**src/rtl/trigger_sequencer.sv**
```systemverilog
// trigger_sequencer: multi-stage event trigger with post-trigger delay.
//
// Walks a programmable chain of stages. Each stage waits for N hits of an
// ANY/ALL combination of selected matcher events. After the final stage it
// counts a post-trigger delay in sample beats, then pulses trg_fire once.
//
// Ports:
//   clk, rst     clock, asynchronous active-high reset
//   ctl_arm      start the sequence (accepted in IDLE/FIRED only)
//   ctl_abort    return to IDLE; overrides everything else
//   cfg_msk      per-stage event select, stage s = cfg_msk[s*MEW +: MEW]
//   cfg_and      per-stage combine: 1 = all selected, 0 = any selected
//   cfg_cnt      per-stage hits required minus one
//   cfg_lst      index of the final stage
//   cfg_dly      post-trigger delay in evt beats (0 = none)
//   evt_vld      sti_evt carries a sample beat this cycle
//   sti_evt      matcher event bits
//   sts_state    0 IDLE, 1 ARMED, 2 DELAY, 3 FIRED
//   sts_stage    current stage index
//   trg_fire     one-cycle trigger pulse
//
// cfg_* is not latched; it must be held stable while the sequencer is busy.
module trigger_sequencer #(
    parameter int MEW = 4,
    parameter int STN = 4,
    parameter int CNW = 16,
    localparam int SW = (STN > 1) ? $clog2(STN) : 1
) (
    input  logic               clk,
    input  logic               rst,
    input  logic               ctl_arm,
    input  logic               ctl_abort,
    input  logic [STN*MEW-1:0] cfg_msk,
    input  logic [STN-1:0]     cfg_and,
    input  logic [STN*CNW-1:0] cfg_cnt,
    input  logic [SW-1:0]      cfg_lst,
    input  logic [CNW-1:0]     cfg_dly,
    input  logic               evt_vld,
    input  logic [MEW-1:0]     sti_evt,
    output logic [1:0]         sts_state,
    output logic [SW-1:0]      sts_stage,
    output logic               trg_fire
);

    localparam logic [1:0] S_IDLE  = 2'd0;
    localparam logic [1:0] S_ARMED = 2'd1;
    localparam logic [1:0] S_DELAY = 2'd2;
    localparam logic [1:0] S_FIRED = 2'd3;

    logic [1:0]     r_state;
    logic [SW-1:0]  r_stage;
    logic [CNW-1:0] r_hit;
    logic [CNW-1:0] r_dly;
    logic           r_fire;

    logic [MEW-1:0] w_msk;
    logic [MEW-1:0] w_sel;
    logic [CNW-1:0] w_cnt;
    logic           w_and;
    logic           w_hit;

    // Current stage's configuration slice.
    always_comb begin
        w_msk = cfg_msk[r_stage*MEW +: MEW];
        w_cnt = cfg_cnt[r_stage*CNW +: CNW];
        w_and = cfg_and[r_stage];
        w_sel = sti_evt & w_msk;
        // An empty mask makes the stage a plain beat counter.
        if (w_msk == '0) begin
            w_hit = 1'b1;
        end else if (w_and) begin
            w_hit = (w_sel == w_msk);
        end else begin
            w_hit = |w_sel;
        end
    end

    always_ff @(posedge clk or posedge rst) begin
        if (rst) begin
            r_state <= S_IDLE;
            r_stage <= '0;
            r_hit   <= '0;
            r_dly   <= '0;
            r_fire  <= 1'b0;
        end else begin
            r_fire <= 1'b0;
            if (ctl_abort) begin
                r_state <= S_IDLE;
                r_stage <= '0;
                r_hit   <= '0;
                r_dly   <= '0;
            end else begin
                case (r_state)
                    S_IDLE, S_FIRED: begin
                        if (ctl_arm) begin
                            r_state <= S_ARMED;
                            r_stage <= '0;
                            r_hit   <= '0;
                            r_dly   <= '0;
                        end
                    end
                    S_ARMED: begin
                        // A non-hit beat holds the hit count.
                        if (evt_vld && w_hit) begin
                            if (r_hit != w_cnt) begin
                                r_hit <= r_hit + 1'b1;
                            end else if (r_stage != cfg_lst) begin
                                r_stage <= r_stage + 1'b1;
                                r_hit   <= '0;
                            end else if (cfg_dly == '0) begin
                                r_state <= S_FIRED;
                                r_hit   <= '0;
                                r_fire  <= 1'b1;
                            end else begin
                                r_state <= S_DELAY;
                                r_hit   <= '0;
                                r_dly   <= cfg_dly;
                            end
                        end
                    end
                    S_DELAY: begin
                        if (evt_vld) begin
                            if (r_dly == {{(CNW-1){1'b0}}, 1'b1}) begin
                                r_state <= S_FIRED;
                                r_dly   <= '0;
                                r_fire  <= 1'b1;
                            end else begin
                                r_dly <= r_dly - 1'b1;
                            end
                        end
                    end
                    default: begin
                        r_state <= S_IDLE;
                    end
                endcase
            end
        end
    end

    assign sts_state = r_state;
    assign sts_stage = r_stage;
    assign trg_fire  = r_fire;

endmodule

```
**config.mk**
```make
export PLATFORM = sky130hd
export DESIGN_NAME = trigger_sequencer
export DESIGN_NICKNAME = d
export VERILOG_FILES = /design/src/rtl/trigger_sequencer.sv
export SDC_FILE = /design/constraint.sdc
export NUM_CORES = 1
export LEC_CHECK = 0
export ABC_CLOCK_PERIOD_IN_PS = 3100
export CORE_MARGIN = 5
export CORE_UTILIZATION = 41
export CTS_BUF_LIST = sky130_fd_sc_hd__clkbuf_16
export DETAILED_ROUTE_END_ITERATION = 8
export PLACE_DENSITY = 0.87
export SYNTH_ARGS = -nofsm -noshare
export SYNTH_HDL_FRONTEND = slang
export SYNTH_SLANG_ARGS = --single-unit
```
**constraint.sdc**
```tcl
create_clock -name clk -period 3.1 [get_ports clk]
set_input_delay 0.62 -clock clk [delete_from_list [all_inputs] [get_ports clk]]
set_output_delay 0.62 -clock clk [all_outputs]
set_load 0.005 [all_outputs]
```
==> results.sh <==
export IMPL_hold_buffers=0
export IMPL_area_growth_pct=48.8
export IMPL_die_area_sq_um=9430
export IMPL_grt_use_total_pct=19.3
export IMPL_synth_area_leaders="dfrtp_1 (30%), mux4_2 (12%), xnor2_1 (5.3%), o31ai_1 (4.1%), nand2_1 (3.9%)"
export IMPL_utilization_pct=63.1
export IMPL_final_area_sq_um=4630
export IMPL_die_x_um=97.1
export IMPL_cts_root_buffer_cell="clkbuf_16"
export IMPL_synthArstFlopShare_pct=100
export IMPL_fin_crit_sh_pct=93.9
export IMPL_vias_per_cell=5.74
export IMPL_synthXorXnorAreaFrac_pct=6.19
export IMPL_grt_pass1_vias=3282
export IMPL_fmax_mhz=343
export IMPL_grt_overflow_total=0
export IMPL_start_kind="primary input"
export IMPL_detail_route_antenna_nets=0
export IMPL_seqCellArea_sq_um=926
export IMPL_drive_above_1_share_pct=11.1
export IMPL_clk_latency_ns=0.28
export IMPL_p_leak_nw=1.71
export IMPL_wl_per_cell_um=16.5
export IMPL_r2r_cells=9
export IMPL_cts_buffers=5
export IMPL_drc=0
export IMPL_synth_area_mux_share_pct=16.0
export IMPL_maxCapViolations=0
export IMPL_synthSimpleGateAreaFrac_pct=17.9
export IMPL_final_cells=551
export IMPL_skew_ns=0.00529
export IMPL_dr_pass1_iters=4
export IMPL_clock_path_buffers=2
export IMPL_end_kind="flop"
export IMPL_worstHoldPathType="flop to flop"
export IMPL_min_path_cells=2
export IMPL_vias=3165
export IMPL_cts_resized=0
export IMPL_io_pins=116
export IMPL_status="completed"
export IMPL_path_max_fanout=11
export IMPL_layout_nets=567
export IMPL_ys_warn_count=0
export IMPL_yosysTopAreaCell="dfrtp_1"
export IMPL_synth_edf_count=0
export IMPL_synth_compound_area_share_pct=22.8
export IMPL_htree_levels=2
export IMPL_ys_seq_area_share_pct=29.8
export IMPL_holdWs_ns=0.500
export IMPL_ys_types=47
export IMPL_power_density_nw_per_um2=504
export IMPL_synthFlopType="dfrtp_1"
export IMPL_power_w=0.00233
export IMPL_slew_viol_final=0
export IMPL_die_h_um=97.1
export IMPL_dp_cells=543
export IMPL_syn_nets=443
export IMPL_hpwlAfterDp_mm=7.45
export IMPL_synth_avg_cell_area_sq_um=9.51
export IMPL_synth_top_area_share_pct=29.8
export IMPL_routed_wl_mm=9.10
export IMPL_worstSetupPathType="primary input to flop"
export IMPL_portBuffers=115
export IMPL_initial_core_util_pct=42.4
export IMPL_synth_area_sq_um=3110
export IMPL_grt_pass1_wl_mm=15.3
export IMPL_slew_headroom_pct=56.6
export IMPL_hold_violations=0
export IMPL_clock_sinks=37
export IMPL_core_area_sq_um=7330
export IMPL_diodes=0
export IMPL_min_period_ns=2.91
export IMPL_fillers=582
export IMPL_reg2reg_from="sts_stage[0]$_DFFE_PP0P_"
export IMPL_cts_setup_buffers=0
export IMPL_crit_required_ns=3.27
export IMPL_grt_max_degree=38
export IMPL_worstReg2RegEnd="r_hit[8]$_DFFE_PP0P_"
export IMPL_synth_top_family_by_area="compound AO/OA/AOI/OAI gates"
export IMPL_crit_end="r_hit[8]$_DFFE_PP0P_"
export IMPL_placed_cell_area_sq_um=4440
export IMPL_worst_pin_slew_ns=0.651
export IMPL_synthAdderAreaFrac_pct=2.01
export IMPL_multiInputGateArea_sq_um=2020
export IMPL_r2r_slack_ns=0.31
export IMPL_cts_tree="yes"
export IMPL_clk_transition_reported_paths_ns=0.06
export IMPL_netlist_instances=327
export IMPL_ys_ff_latch=37
export IMPL_critPathLaunch="cfg_msk[13]"
export IMPL_drtIter0Drc=122
export IMPL_core_rowCount=31
export IMPL_grt_setup_unrepaired="false"
export IMPL_setup_viol=0
export IMPL_peakVddDrop_mv=0.243
export IMPL_worst_ep_arrival_time_ns=3.09
export IMPL_antenna_found_initial=0
export IMPL_gp_congestion=0.863
## layout by cell type, fill, tap and decap left out, types with 3 or more instances in the layout
cell type / instances
xor2_1: 3
mux4_1: 4
clkdlybuf4s50_1: 115
nand2_1: 32
a22o_1: 5
nand3_1: 8
o21bai_1: 4
buf_4: 17
o21ai_0: 17
o2bb2a_1: 6
nor2b_1: 6
o31ai_1: 17
or3_1: 5
dfrtp_1: 37
nor4_1: 4
a32oi_1: 4
a22oi_1: 14
nand4_1: 8
mux4_2: 17
and3_1: 3
and2_1: 3
ha_1: 5
nor2_1: 17
clkbuf_16: 5
xnor2_1: 19
o21ai_1: 16
nor3_1: 10
a21oi_1: 11
inv_1: 13
## metal layers
metal	routed length, um	vias up	GRT usage, %
met5	0	-	0
met4	88	0	4.43
met3	702	11	5.53
met2	4720	139	35.3
met1	3590	1508	22.3
li1	-	1507	-
## worst min path at each step
stage	end	slack, ns	from
6_report	r_dly[9]$_DFFE_PP0P_	0.50	r_dly[9]$_DFFE_PP0P_
5_1_grt	r_dly[1]$_DFFE_PP0P_	0.55	r_dly[1]$_DFFE_PP0P_
4_1_cts	r_dly[9]$_DFFE_PP0P_	0.50	r_dly[9]$_DFFE_PP0P_
3_5_place_dp	r_dly[9]$_DFFE_PP0P_	0.49	r_dly[9]$_DFFE_PP0P_
3_3_place_gp	r_dly[9]$_DFFE_PP0P_	0.48	r_dly[9]$_DFFE_PP0P_
2_1_floorplan	r_dly[9]$_DFFE_PP0P_	0.46	r_dly[9]$_DFFE_PP0P_
## layout make-up
| type | count | area share (%) |
|---|---|---|
| Multi-Input combinational cell | 260 | 43.6 |
| Clock inverter | 3 | 1.41 |
| Inverter | 13 | 1.05 |
| Tap cell | 99 | 2.68 |
| Clock buffer | 5 | 2.70 |
| Timing Repair Buffer | 134 | 28.5 |
| Sequential cell | 37 | 20.0 |
## Yosys cell counts (all sizes together) (2+ instances only)
cell    instances
or3             5
and2            3
a31oi           3
o21ai          33
a32oi           4
nand2          32
nand3           8
nor2           17
o31ai          17
o21bai          4
inv            13
buf            11
ha              5
o21a            2
nor3           10
xnor2          19
a22o            5
clkbuf          6
nand4           8
nor4b           2
a21oi          11
nand2b          3
o2bb2a          6
a22oi          14
and3            3
dfrtp          37
nor2b           6
xor2            3
nor4            6
or2             3
mux4           21
## report_power, final
group	internal (W)	switching, W	total (W)
sequential	0.000530	0.0000481	0.000578
combinational	0.000498	0.000605	0.00110
clock	0.000459	0.000192	0.000651
## per-stage QoR
step / setup WS, ns / TNS [ns]
2_1_floorplan: 0.593 / 0
3_3_place_gp: 0.00464 / 0
3_5_place_dp: -0.126 / -0.983
4_1_cts: 0.182 / 0
5_1_grt: 0.0548 / 0
6_report: 0.188 / 0
## sequential cells by signal, summed over array words and instances, names as in the netlist
signal     count
r_dly         16
r_hit         16
sts_stage      2
sts_state      2
trg_fire       1
## critical path, cell delays in order
cell	delay (ns)
clkdlybuf4s50_1	0.41
mux4_2	0.49
nor2b_1	0.17
nor4_2	0.35
o2111ai_1	0.17
o311a_1	0.20
or2_1	0.29
buf_12	0.15
o31ai_1	0.24
## cell families (layout without fill, tap and decap cells)
| family | count (synthesis) | in the layout |
|---|---|---|
| buf+inv | 30 | 155 |
| flops | 37 | 37 |
| xor+xnor | 22 | 22 |
| mux | 22 | 22 |
| simple gates | 108 | 108 |
| compound gates | 103 | 103 |
| fa+ha+maj | 5 | 5 |
No activity file was read; power rests on OpenSTA's default activity.
